==> src/rtl/boot_loader.sv <==
// rtl/boot_loader.sv - framed byte-stream image loader into instruction memory
// Optional feature macro: BOOT_CHECKSUM_EN (trailing XOR checksum byte and CSUM state).
module boot_loader #(
    parameter int         ADDR_W   = 8,
    parameter logic [7:0] HDR_BYTE = 8'hA5
) (
    input  logic              CLK,
    input  logic              Reset,
    input  logic              rx_valid,
    input  logic [7:0]        rx_data,
    output logic              rx_ready,
    output logic              imem_we,
    output logic [ADDR_W-1:0] imem_addr,
    output logic [31:0]       imem_wdata,
    output logic              core_reset_n,
    output logic              boot_done,
    output logic              boot_error,
    output logic [15:0]       words_loaded
);

    typedef enum logic [2:0] {
        S_IDLE   = 3'd0,
        S_LEN_LO = 3'd1,
        S_LEN_HI = 3'd2,
        S_DATA   = 3'd3,
`ifdef BOOT_CHECKSUM_EN
        S_CSUM   = 3'd4,
`endif
        S_DONE   = 3'd5,
        S_ERROR  = 3'd6
    } state_t;

`ifdef BOOT_CHECKSUM_EN
    localparam state_t S_AFTER_DATA = S_CSUM;
`else
    localparam state_t S_AFTER_DATA = S_DONE;
`endif

    // A length equal to the full memory size is legal; only larger values are rejected.
    localparam logic [16:0] MAX_WORDS = 17'(2 ** ADDR_W);

    state_t             state;
    state_t             state_nxt;
    logic [7:0]         len_lo;
    logic [15:0]        len;
    logic [1:0]         byte_cnt;
    logic [23:0]        shift;
    logic [ADDR_W-1:0]  wr_ptr;
    logic               last_word;
`ifdef BOOT_CHECKSUM_EN
    logic [7:0]         csum;
`endif

    assign last_word = (byte_cnt == 2'd3) && ((words_loaded + 16'd1) == len);

    always_comb begin
        state_nxt    = state;
        rx_ready     = 1'b0;
        boot_done    = 1'b0;
        boot_error   = 1'b0;
        core_reset_n = 1'b0;
        case (state)
            S_IDLE: begin
                rx_ready = 1'b1;
                if (rx_valid && rx_data == HDR_BYTE)
                    state_nxt = S_LEN_LO;
            end
            S_LEN_LO: begin
                rx_ready = 1'b1;
                if (rx_valid)
                    state_nxt = S_LEN_HI;
            end
            S_LEN_HI: begin
                rx_ready = 1'b1;
                if (rx_valid) begin
                    if ({1'b0, rx_data, len_lo} > MAX_WORDS)
                        state_nxt = S_ERROR;
                    else if ({rx_data, len_lo} == 16'd0)
                        state_nxt = S_AFTER_DATA;
                    else
                        state_nxt = S_DATA;
                end
            end
            S_DATA: begin
                rx_ready = 1'b1;
                if (rx_valid && last_word)
                    state_nxt = S_AFTER_DATA;
            end
`ifdef BOOT_CHECKSUM_EN
            S_CSUM: begin
                rx_ready = 1'b1;
                if (rx_valid)
                    state_nxt = (rx_data == csum) ? S_DONE : S_ERROR;
            end
`endif
            S_DONE: begin
                boot_done    = 1'b1;
                core_reset_n = 1'b1;
            end
            S_ERROR: begin
                boot_error = 1'b1;
            end
            default: state_nxt = S_IDLE;
        endcase
    end

    always_ff @(posedge CLK) begin
        if (!Reset) begin
            state        <= S_IDLE;
            len_lo       <= 8'd0;
            len          <= 16'd0;
            byte_cnt     <= 2'd0;
            shift        <= 24'd0;
            wr_ptr       <= '0;
            imem_we      <= 1'b0;
            imem_addr    <= '0;
            imem_wdata   <= 32'd0;
            words_loaded <= 16'd0;
`ifdef BOOT_CHECKSUM_EN
            csum         <= 8'd0;
`endif
        end else begin
            state   <= state_nxt;
            imem_we <= 1'b0;
            if (rx_valid && rx_ready) begin
                case (state)
                    S_IDLE: begin
                        byte_cnt <= 2'd0;
`ifdef BOOT_CHECKSUM_EN
                        if (rx_data == HDR_BYTE)
                            csum <= 8'd0;
`endif
                    end
                    S_LEN_LO: len_lo <= rx_data;
                    S_LEN_HI: len    <= {rx_data, len_lo};
                    S_DATA: begin
                        // Little-endian: earlier bytes shift toward bit 0.
                        byte_cnt <= byte_cnt + 2'd1;
                        shift    <= {rx_data, shift[23:8]};
`ifdef BOOT_CHECKSUM_EN
                        csum     <= csum ^ rx_data;
`endif
                        if (byte_cnt == 2'd3) begin
                            imem_we      <= 1'b1;
                            imem_addr    <= wr_ptr;
                            imem_wdata   <= {rx_data, shift};
                            wr_ptr       <= wr_ptr + 1'b1;
                            words_loaded <= words_loaded + 16'd1;
                        end
                    end
                    default: ;
                endcase
            end
        end
    end

endmodule
==> config.mk <==
export PLATFORM = sky130hd
export DESIGN_NAME = boot_loader
export DESIGN_NICKNAME = d
export VERILOG_FILES = /design/src/rtl/boot_loader.sv
export SDC_FILE = /design/constraint.sdc
export NUM_CORES = 1
export LEC_CHECK = 0
export ABC_CLOCK_PERIOD_IN_PS = 6500
export CAP_MARGIN = 20
export CELL_PAD_IN_SITES_DETAIL_PLACEMENT = 1
export CELL_PAD_IN_SITES_GLOBAL_PLACEMENT = 1
export CORE_MARGIN = 3
export CORE_UTILIZATION = 39
export CTS_CLUSTER_SIZE = 20
export DETAILED_ROUTE_END_ITERATION = 8
export PLACE_DENSITY = 0.85
export SYNTH_ARGS = -nofsm -noshare
export SYNTH_HDL_FRONTEND = slang
export SYNTH_SLANG_ARGS = --single-unit
==> constraint.sdc <==
create_clock -name CLK -period 6.5 [get_ports CLK]
set_input_delay 1.625 -clock CLK [delete_from_list [all_inputs] [get_ports CLK]]
set_output_delay 1.625 -clock CLK [all_outputs]
set_load 0.03 [all_outputs]
==> results of run 1 <==
## kinds of logic (layout without fill, tap and decap cells)
kind of cell,count (synthesis),count (layout),share of synthesized area (%)
flip-flops,118,118,44.9
AO/OA/AOI/OAI,127,127,18.0
XOR/XNOR,41,41,6.82
adder cells (fa/ha/maj),4,4,0.950
buffers and inverters,48,110,4.28
AND/OR/NAND/NOR,290,290,24.9
multiplexers,1,1,0.190
## power by group through the flow
stage / clock network, mW / registers (mW) / logic [mW]
3_5_place_dp: 0 / 0.740 / 0.0333
2_1_floorplan: 0 / 0.740 / 0.0198
3_3_place_gp: 0 / 0.740 / 0.0325
6_report: 0.945 / 0.725 / 0.0333
5_1_grt: 0.993 / 0.725 / 0.0360
4_1_cts: 0.963 / 0.725 / 0.0335
## cells in the mapped netlist (all sizes together), types with 2 or more instances
| cell type | number |
|---|---|
| a311oi | 2 |
| clkbuf | 29 |
| o21ai | 6 |
| inv | 5 |
| and2 | 23 |
| dfxtp | 118 |
| a22oi | 3 |
| nand3 | 10 |
| or4 | 3 |
| xnor2 | 27 |
| a2111oi | 2 |
| o41ai | 2 |
| ha | 4 |
| and4b | 2 |
| nor3 | 4 |
| a21boi | 94 |
| and3 | 8 |
| nand2b | 2 |
| a21oi | 3 |
| a21o | 2 |
| nand2 | 200 |
| and4 | 5 |
| nor4 | 5 |
| xor2 | 14 |
| nand4 | 12 |
| a211oi | 2 |
| nor2b | 5 |
| or3 | 2 |
| nor2 | 8 |
| buf | 14 |
## registers in the layout (all words and copies together), names as in the netlist
register      flops
len_lo            8
state             3
words_loaded     16
len              16
wr_ptr            8
shift            24
imem_addr         8
byte_cnt          2
imem_wdata       32
imem_we           1
## routing by layer
layer	up-vias	GRT usage (%)	routed length (um)
met5	-	0	0
met2	107	34.5	7000
li1	2208	-	-
met3	34	4.83	571
met1	2201	24.0	6240
met4	0	9.45	390
## through the flow
step | util, % | hold WS (ns)
final | 51.1 | 0.464
after global routing | 51.1 | 0.489
after CTS | 51.1 | 0.468
after detailed placement | 46.4 | 0.461
after global placement | 46.4 | 0.457
after floorplan | - | 0.441
## cell type report
| type | instances | area (um2) | share of cell area, % |
|---|---|---|---|
| Timing Repair Buffer | 74 | 728 | 11.0 |
| Tap cell | 172 | 215 | 3.26 |
| Inverter | 5 | 18.8 | 0.284 |
| Clock inverter | 7 | 92.6 | 1.40 |
| Sequential cell | 118 | 2360 | 35.7 |
| Multi-Input combinational cell | 463 | 2680 | 40.6 |
| Clock buffer | 24 | 512 | 7.74 |
## worst max path at each step
| stage | cells past startpoint | slack, ns | end |
|---|---|---|---|
| detailed placement | 8 | 1.80 | words_loaded[11] |
| finish | 8 | 2.24 | words_loaded[11] |
| floorplan | 5 | 3.30 | state[1] |
| global placement | 8 | 1.93 | words_loaded[15] |
| global route | 8 | 1.97 | words_loaded[11] |
| CTS | 8 | 2.21 | words_loaded[11] |
## cell usage in the layout, fill, tap and decap left out, types with 3 or more instances in the layout
master / Yosys / final
nand2_1: 200 / 200
dfxtp_1: 118 / 118
a21boi_0: 93 / 93
clkdlybuf4s50_1: 0 / 70
xnor2_1: 27 / 27
and2_1: 23 / 22
clkbuf_16: 0 / 17
xor2_1: 14 / 14
nand4_1: 12 / 12
nand3_1: 9 / 9
nor2_1: 8 / 8
and3_1: 8 / 8
clkbuf_8: 2 / 6
inv_1: 5 / 5
nor2b_1: 5 / 5
and4_1: 5 / 5
o21ai_0: 5 / 5
nor4_1: 5 / 5
nor3_1: 4 / 4
ha_1: 4 / 4
a21oi_1: 3 / 3
a22oi_1: 3 / 3
clkinvlp_4: 0 / 3
buf_4: 3 / 3
## tightest hold or removal path: stages (launching register included)
cell and delay (ns):
dfxtp_1 0.30, nand2_1 0.05, a21boi_0 0.06
==> key figures, run 1 <==
Logic synthesis
  – Seq/Total Area, Yosys: between 40% and 50%
  – Top FF cell, synth: dfxtp_1
  – Area leader, netlist: dfxtp_1
  – Synth warnings: 0
  – Gate Count Post-Synth: 629
  – Area contributors post-synth: dfxtp_1 45%, nand2_1 14%, a21boi_0 13%
  – Post-synth EDFFs: 0
  – Ys async rst share: 0%
  – Flops & latches, synth: 118
  – Yosys cell types: 51
  – Share of the synthesized area in the top cell type: 44.9%
  – Mapped cell area: 5270 um2
  – Syn nets: ~640
  – Synthesized area per cell: between 8 and 9 um2

Setup path
  – Worst path max stage delay: 0.85 ns
  – Worst Setup Start Kind: input pin
  – Critical Path End Type: flop
  – Crit path kind: in -> reg
  – Critical Path Fanout Max: 52
  – Top delay family on crit path: simple AND/OR/NAND/NOR gates
  – RR Startpoint: state[1]
  – Reg2reg end: words_loaded[11]
  – Worst path slowest cell: and2_2
  – R2R setup slack: roughly 3.6 ns
  – CP bufs+invs: 2
  – Worst reg2reg path depth: 7
  – Worst path arrival time: 4.56 ns
  – Data required, critical path: 6.81 ns
  – CP Cell Sequence: clkdlybuf4s50_1 > and4b_1 > buf_4 > and2_2 > nand2_1 > nor3_1 > xor2_1 > and2_1
  – CP startpoint: rx_valid

Clock tree
  – Hold-fix buffers, CTS: 0
  – Setup bufs post-CTS: 0
  – CTS Buf Count: 17
  – Clock Latency Late Sink: 0.42 ns
  – CTS tree: yes
  – Clock Tree Buf Depth: 2
  – CTS sink count: 118
  – Root buffer cell: clkbuf_16
  – Htree depth: 4
  – Clk slew on worst S/H paths: roughly 0.050 ns
  – Post-cts sizing count: 0

Die
  – Die Area: 14900 um2
  – I/O pin cnt: 72
  – Die Ht: around 120 um
  – Initial Util: 40.7%
  – Core Region: 12900 um2
  – Die width: 122 um
  – Row Count: 41

Detailed routing
  – Drt pass-1 iters: 4
  – Vias/cell: 5.27
  – Vias: ~4600
  – Post-route ant nets: 0
  – Wirelength per Cell: 16.5 um
  – DR iter-0 viols: 278
  – Detailed Route WL: 14.2 mm
  – DRC viols: 0

Power and ir drop
  – Net Sw Frac: 20.1%
  – Leak: 2.26 nW
  – Sequential power share: 42.6%
  – Power Total: 1.70 mW
  – Pwr/cell area: 258 nW/um2
  – Combinational Power Share: around 2%
  – Sw Pwr: 0.343 mW
  – Internal Power: approximately 1.4 mW
  – Clk pwr share: between 50% and 60%
  – VDD IR-drop max: 0.173 mV

Global routing
  – Largest net degree at the start of global routing: between 100 and 150
  – Vias in the first global route: roughly 4900
  – First-pass GRT wire length: 23.9 mm
  – Total GRT Usage: 20.2%
  – Grt ovf: 0
  – Antenna violations before repair: 0

Timing
  – Final period util: roughly two thirds
  – Period minus WS final: 4.26 ns
  – Slew headroom: 34.5%
  – Hold Vio Cnt, Final: 0
  – Setup WS post-layout: 2.24 ns
  – Sum Neg Setup Slack: 0 ns
  – Max Clk Rate: 235 MHz
  – Post-route clock skew: 0.00816 ns
  – Setup violations, final: 0
  – Pin slew with the least headroom to its limit: 0.979 ns
  – RSZ-0062 raised after global routing: false
  – Max-slew violations: 0

Placed design
  – Final Wtd Congestion: 0.823
  – Post-Place Cell Area: 6000 um2
  – Placed cells: 832
  – Detailed placement HPWL: 9.52 mm
  – DP Worst Slack: 1.80 ns
  – PortBufs: 71

Finish
  – Non-Filler Instances: 863
  – Synthesis-to-layout area growth: 25.5%
  – Filler cell count in the final layout: ~1500
  – Final net count: a little under 700
  – N_diodes: 0
  – Final Cell Area: 6610 um2
  – Share of layout cells above drive strength 1: 5.50%

Hold path
  – Hold Path End: imem_wdata[1]
  – Min-Delay Path Class: reg -> reg
  – Worst hold stages: 2
  – Min-delay src: imem_wdata[1]

Run
  – Max-cap violation count: 0

Outcome
  – Outcome: completed
Note: power is estimated with default switching activity, not from simulation.
==> run 2: changes to the inputs <==
Settings changed: ABC_CLOCK_PERIOD_IN_PS 6500 to 3900, CORE_UTILIZATION 39 to 37.
Clock period 6.5 ns to 3.9 ns, I/O delays scaled along.
==> run 2 against run 1 <==
  * Design area grew 1.3%
  * Clock power grew 81%
  * Worst hold slack gained 0.00062 ns
==> key figures, run 2 (synthesized netlist as in run 1, its figures left out) <==
Power and ir drop
  – Power Total: 2.97 mW (was 1.70 mW)
  – Sequential power share: 40.7% (was 42.6%)
  – Clk pwr share: 57.4% (was 55.5%)
  – Pwr/cell area: 443 nW/um2 (was 258 nW/um2)
  – Leak: 2.31 nW (was 2.26 nW)
  – Net Sw Frac: 20.1% (about the same)
  – Internal Power: 2.37 mW (was 1.36 mW)
  – Sw Pwr: 0.597 mW (was 0.343 mW)
  – VDD IR-drop max: 0.311 mV (was 0.173 mV)
  – Combinational Power Share: 1.9% (was 2.0%)

Timing
  – Post-route clock skew: 0.00660 ns (was 0.00816 ns)
  – Slew headroom: 45.3% (was 34.5%)
  – Sum Neg Setup Slack: 0 ns (unchanged)
  – Hold Vio Cnt, Final: 0 (unchanged)
  – Pin slew with the least headroom to its limit: 0.818 ns (was 0.979 ns)
  – Setup WS post-layout: 0.701 ns (was 2.24 ns)
  – Setup violations, final: 0 (unchanged)
  – RSZ-0062 raised after global routing: false (unchanged)
  – Max-slew violations: 0 (unchanged)
  – Period minus WS final: about 3.2 ns
  – Hold WS: 0.464 ns (about the same)
  – Final period util: approximately 82%
  – Max Clk Rate: 313 MHz

Setup path
  – RR Startpoint: words_loaded[0] (was state[1])
  – Data required, critical path: 2.92 ns (was 6.81 ns)
  – Critical Path Fanout Max: 8 (was 52)
  – R2R setup slack: 1.42 ns (was 3.56 ns)
  – Critical Path End Type: primary output (was flop)
  – CP bufs+invs: 1 (was 2)
  – Worst path slowest cell: clkdlybuf4s50_1 (was and2_2)
  – Worst setup path end: boot_done (was words_loaded[11])
  – Worst path max stage delay: 0.69 ns (was 0.85 ns)
  – Reg2reg end: state[1] (was words_loaded[11])
  – CP startpoint: state[0] (was rx_valid)
  – Crit path kind: reg -> out (was in -> reg)
  – Worst Setup Start Kind: flop (was input pin)
  – Top delay family on crit path: buffers and inverters (was simple AND/OR/NAND/NOR gates)
  – CP Depth: 3 (was 8)
  – Worst path arrival time: 2.22 ns (was 4.56 ns)
  – Worst reg2reg path depth: 7 (unchanged)
  – CP Cell Sequence: nor2b_1 > and2_1 > clkdlybuf4s50_1 (was clkdlybuf4s50_1 > and4b_1 > buf_4 > and2_2 > nand2_1 > nor3_1 > xor2_1 > and2_1)

Clock tree
  – CTS Buf Count: 17 (unchanged)
  – Htree depth: 4 (unchanged)
  – Clk slew on worst S/H paths: 0.06 ns (was 0.05 ns)
  – Root buffer cell: clkbuf_16 (unchanged)
  – Post-cts sizing count: 0 (unchanged)
  – Hold-fix buffers, CTS: 0 (unchanged)
  – CTS sink count: 118 (unchanged)
  – Clock Latency Late Sink: 0.41 ns (was 0.42 ns)
  – Setup bufs post-CTS: 0 (unchanged)
  – Clock Tree Buf Depth: 2 (unchanged)
  – CTS tree: yes (unchanged)

Global routing
  – Total GRT Usage: 19.4% (was 20.2%)
  – Largest net degree at the start of global routing: 49 (was 121)
  – Vias in the first global route: 4849 (was 4894)
  – Antenna violations before repair: 0 (unchanged)
  – Grt ovf: 0 (unchanged)
  – First-pass GRT wire length: 24.5 mm (was 23.9 mm)

Finish
  – Top reg by flops: imem_wdata (unchanged)
  – Non-Filler Instances: 873 (was 863)
  – Max reg flops: 32 (unchanged)
  – Commonest non-fill, non-tap cell in the layout: nand2_1 (unchanged)
  – Filler cell count in the final layout: 1610 (was 1520)
  – Share of layout cells above drive strength 1: 6.31% (was 5.50%)
  – Commonest cells after routing, fill and taps aside: 200 x nand2_1, 118 x dfxtp_1, 93 x a21boi_0 (unchanged)
  – Final Cell Area: 6700 um2 (was 6610 um2)
  – Synthesis-to-layout area growth: 27.2% (was 25.5%)
  – N_diodes: 0 (unchanged)
  – Largest regs: imem_wdata (32), shift (24) (unchanged)
  – Final Core Density: 49.4% (was 51.1%)
  – Final net count: 699 (was 694)

Detailed routing
  – Detailed Route WL: 14.8 mm (was 14.2 mm)
  – DRC viols: 0 (unchanged)
  – DR iter-0 viols: 218 (was 278)
  – Drt pass-1 iters: 4 (unchanged)
  – Vias: 4563 (was 4550)
  – Vias/cell: 5.23 (was 5.27)
  – Wirelength per Cell: 16.9 um (was 16.5 um)
  – Post-route ant nets: 0 (unchanged)

Die
  – Die Ht: 125 um (was 122 um)
  – Die Area: 15700 um2 (was 14900 um2)
  – Die width: 125 um (was 122 um)
  – Core Region: 13600 um2 (was 12900 um2)
  – Initial Util: 38.8% (was 40.7%)
  – Row Count: 42 (was 41)
  – I/O pin cnt: 72 (unchanged)

Outcome
  – Outcome: completed (unchanged)

Placed design
  – Final Wtd Congestion: 0.838 (was 0.823)
  – Post-Place Cell Area: 6050 um2 (was 6000 um2)
  – DP Worst Slack: 0.696 ns (was 1.80 ns)
  – Detailed placement HPWL: 10.2 mm (was 9.52 mm)
  – Placed cells: 841 (was 832)
  – PortBufs: 71 (unchanged)

Run
  – Max-cap violation count: 0 (unchanged)

Hold path
  – Min-Delay Path Class: reg -> reg (unchanged)
==> run 2: cell types whose count changed in the layout (fill, tap and decap cells not counted) <==
| cell | delta |
|---|---|
| bufinv_16 | +2 |
| inv_6 | +2 |
| clkinv_4 | +1 |
| clkinvlp_4 | -1 |
| clkinv_2 | -1 |
| buf_4 | +5 |
| clkbuf_8 | -2 |
==> run 2: power by group through the flow <==
stage	sequential, mW	clock (mW)	combinational, mW
final	1.21	1.71	0.0560
after global routing	1.21	1.79	0.0607
after CTS	1.21	1.74	0.0560
after detailed placement	1.23	0	0.0557
after global placement	1.23	0	0.0544
after floorplan	1.23	0	0.0329
==> run 2: per-layer routing <==
metal	vias up	GRT usage (%)	share of wire (%)
li1	2212	-	-
met1	2223	22.7	43
met2	103	34.5	51
met3	25	4.61	4.2
met4	0	7.40	1.9
met5	-	0	0
==> run 2: tightest hold or removal path, delay by kind of cell, from the launching register on <==
family / cells / cell delay, ns
flip-flops: 1 / 0.30
AO/OA/AOI/OAI: 1 / 0.06
AND/OR/NAND/NOR: 1 / 0.05
==> run 2: worst min-delay path by stage <==
stage,startpoint,cells after the start,slack [ns],to
2_1_floorplan,shift[0],2,0.44,imem_wdata[0]
3_3_place_gp,imem_wdata[0],2,0.46,imem_wdata[0]
3_5_place_dp,imem_wdata[1],2,0.46,imem_wdata[1]
4_1_cts,imem_wdata[1],2,0.47,imem_wdata[1]
5_1_grt,imem_wdata[9],2,0.49,imem_wdata[9]
6_report,imem_wdata[1],2,0.46,imem_wdata[1]
==> run 2: cell type report <==
| type | instances | area (um2) | area share, % |
|---|---|---|---|
| clock buffer | 22 | 484 | 7.23 |
| clock inverter | 10 | 166 | 2.48 |
| inverter | 5 | 18.8 | 0.280 |
| multi-input combinational | 463 | 2680 | 40.0 |
| sequential | 118 | 2360 | 35.3 |
| tap | 176 | 220 | 3.29 |
| timing repair buffer | 79 | 766 | 11.4 |
==> run 3: changes to the inputs <==
Settings changed: ABC_CLOCK_PERIOD_IN_PS 3900 to 3200, CORE_UTILIZATION 37 to 39.
Clock period 3.9 ns to 3.2 ns, I/O delays scaled along.
==> run 3 against run 2 <==
  * Core utilization rose by 2.2 points
  * Flip-flop and latch count unchanged
  * Cell count is 0.23% higher
  * Total power rose by 13%
  * Worst setup slack lost 0.48 ns
  * Count of clock-buffer cells in the layout is 2 higher
  * Clock power grew 6%
  * Clock skew fell by 0.0011 ns
  * Critical path type unchanged
  * Largest power group unchanged
==> key figures, run 3 (synthesized netlist as in run 1, its figures left out) <==
Outcome
  – Outcome: completed (unchanged)

Clock tree
  – Setup bufs post-CTS: 0 (unchanged)
  – CTS sink count: 118 (unchanged)
  – Root buffer cell: clkbuf_16 (unchanged)
  – Clock Tree Buf Depth: 2 (unchanged)
  – Clk slew on worst S/H paths: 0.05 ns (was 0.06 ns)
  – CTS Buf Count: 17 (unchanged)
  – Hold-fix buffers, CTS: 0 (unchanged)
  – CTS tree: yes (unchanged)
  – Htree depth: 4 (unchanged)
  – Clock Latency Late Sink: 0.41 ns (about the same)
  – Post-cts sizing count: 0 (unchanged)

Setup path
  – Worst path arrival time: 2.18 ns (was 2.22 ns)
  – Critical Path Fanout Max: 8 (unchanged)
  – CP Cell Sequence: nor2b_1 > and2_1 > clkdlybuf4s50_1 (unchanged)
  – CP startpoint: state[0] (unchanged)
  – Top delay family on crit path: buffers and inverters (unchanged)
  – Worst Setup Start Kind: flop (unchanged)
  – Crit path kind: reg -> out (unchanged)
  – Worst path slowest cell: clkdlybuf4s50_1 (unchanged)
  – Data required, critical path: 2.40 ns (was 2.92 ns)
  – Critical Path End Type: primary output (unchanged)
  – RR Startpoint: words_loaded[0] (unchanged)
  – Worst path max stage delay: 0.68 ns (was 0.69 ns)
  – CP bufs+invs: 1 (unchanged)

Power and ir drop
  – VDD IR-drop max: 0.347 mV (was 0.311 mV)
  – Pwr/cell area: 503 nW/um2 (was 443 nW/um2)
  – Leak: 2.30 nW (was 2.31 nW)

Die
  – Die width: 122 um (was 125 um)
  – I/O pin cnt: 72 (unchanged)
  – Row Count: 41 (was 42)
  – Core Region: 12900 um2 (was 13600 um2)
  – Die Area: 14900 um2 (was 15700 um2)
  – Initial Util: 40.7% (was 38.8%)
  – Die Ht: 122 um (was 125 um)

Finish
  – Commonest non-fill, non-tap cell in the layout: nand2_1 (unchanged)
  – Final net count: 705 (was 699)
  – Commonest cells after routing, fill and taps aside: 200 x nand2_1, 118 x dfxtp_1, 93 x a21boi_0 (unchanged)
  – Synthesis-to-layout area growth: 26.7% (was 27.2%)
  – Final Core Density: 51.6% (was 49.4%)
  – Largest regs: imem_wdata (32), shift (24) (unchanged)
  – Share of layout cells above drive strength 1: 6.40% (was 6.31%)
  – N_diodes: 0 (unchanged)
  – Max reg flops: 32 (unchanged)
  – Top reg by flops: imem_wdata (unchanged)

Timing
  – Setup violations, final: 0 (unchanged)
  – Post-route clock skew: 0.00547 ns (was 0.00660 ns)
  – Period minus WS final: 2.98 ns
  – Hold Vio Cnt, Final: 0 (unchanged)
  – Slew headroom: 46.2% (was 45.3%)
  – Max Clk Rate: 336 MHz
  – Max-slew violations: 0 (unchanged)
  – Sum Neg Setup Slack: 0 ns (unchanged)
  – Final period util: 93.1%
  – RSZ-0062 raised after global routing: false (unchanged)
  – Pin slew with the least headroom to its limit: 0.806 ns (was 0.818 ns)

Run
  – Max-cap violation count: 0 (unchanged)

Detailed routing
  – Vias: 4631 (was 4563)
  – Met2 WL post-DR: 7.50 mm (was 7.57 mm)
  – Drt pass-1 iters: 7 (was 4)
  – Wirelength per Cell: 16.9 um (about the same)
  – DRC viols: 0 (unchanged)
  – DR iter-0 viols: 211 (was 218)
  – Post-route ant nets: 0 (unchanged)
  – Max layer used: met4 (unchanged)
  – Met3 wire length: 619 um (was 620 um)
  – Detailed Route WL: 14.8 mm (about the same)
  – Vias/cell: 5.29 (was 5.23)
  – Met1 WL: 6.33 mm (was 6.32 mm)

Global routing
  – Vias in the first global route: 5010 (was 4849)
  – First-pass GRT wire length: 24.7 mm (was 24.5 mm)
  – Antenna violations before repair: 0 (unchanged)
  – Grt ovf: 0 (unchanged)
  – Largest net degree at the start of global routing: 60 (was 49)
  – Total GRT Usage: 21.2% (was 19.4%)

Hold path
  – Min-delay src: imem_wdata[1] (unchanged)
  – Min-Delay Path Class: reg -> reg (unchanged)

Placed design
  – Final Wtd Congestion: 0.874 (was 0.838)
  – Detailed placement HPWL: 10.3 mm (was 10.2 mm)
  – PortBufs: 71 (unchanged)
==> run 3: changes by cell type in the layout (fill, tap and decap cells not counted), sizes merged <==
cell / previous run / this run
clkinvlp: 2 / 4
inv: 7 / 5
bufinv: 4 / 2
buf: 9 / 15
clkbuf: 22 / 24
==> run 3: worst paths after layout <==
path                    to  slack (ns)  depth (start not counted)
min          imem_wdata[1]        0.46                          2
min reg2reg  imem_wdata[1]        0.46                          2
max reg2reg       state[1]        0.58                          7
max              boot_done        0.22                          3
==> run 3: power by group <==
group          internal, mW  total (mW)  switching, mW
Clock                  1.16        1.81          0.647
Combinational        0.0351      0.0772         0.0421
Sequential             1.47        1.47        0.00138
==> run 3: worst min-delay path, stage by stage (launching register included) <==
cell	delay (ns)
dfxtp_1	0.30
nand2_1	0.05
a21boi_0	0.06
==> run 3: per-layer routing <==
metal | global-route usage, % | vias to the layer above
li1 | - | 2227
met3 | 5.99 | 26
met5 | 0 | -
met4 | 8.61 | 0
met2 | 37.0 | 102
met1 | 24.2 | 2276
==> run 3: area by class of cell <==
cell class | count | area [um2]
fill | 1529 | 6250
sequential | 118 | 2360
clock buffer | 24 | 462
timing repair buffer | 85 | 836
tap | 172 | 215
clock inverter | 8 | 100
multi-input combinational | 463 | 2680
inverter | 5 | 18.8
==> run 3: metrics by stage <==
stage               power, mW  setup slack [ns]  hold WS (ns)  cells  area (um2)
floorplan                1.54             0.823         0.441    629        5270
global placement         1.58             0.266         0.453    843        6110
detailed placement       1.58             0.233         0.458    843        6110
CTS                      3.39             0.234         0.466    875        6670
global route             3.47             0.102         0.485    875        6670
finish                   3.36             0.221         0.461    875        6670
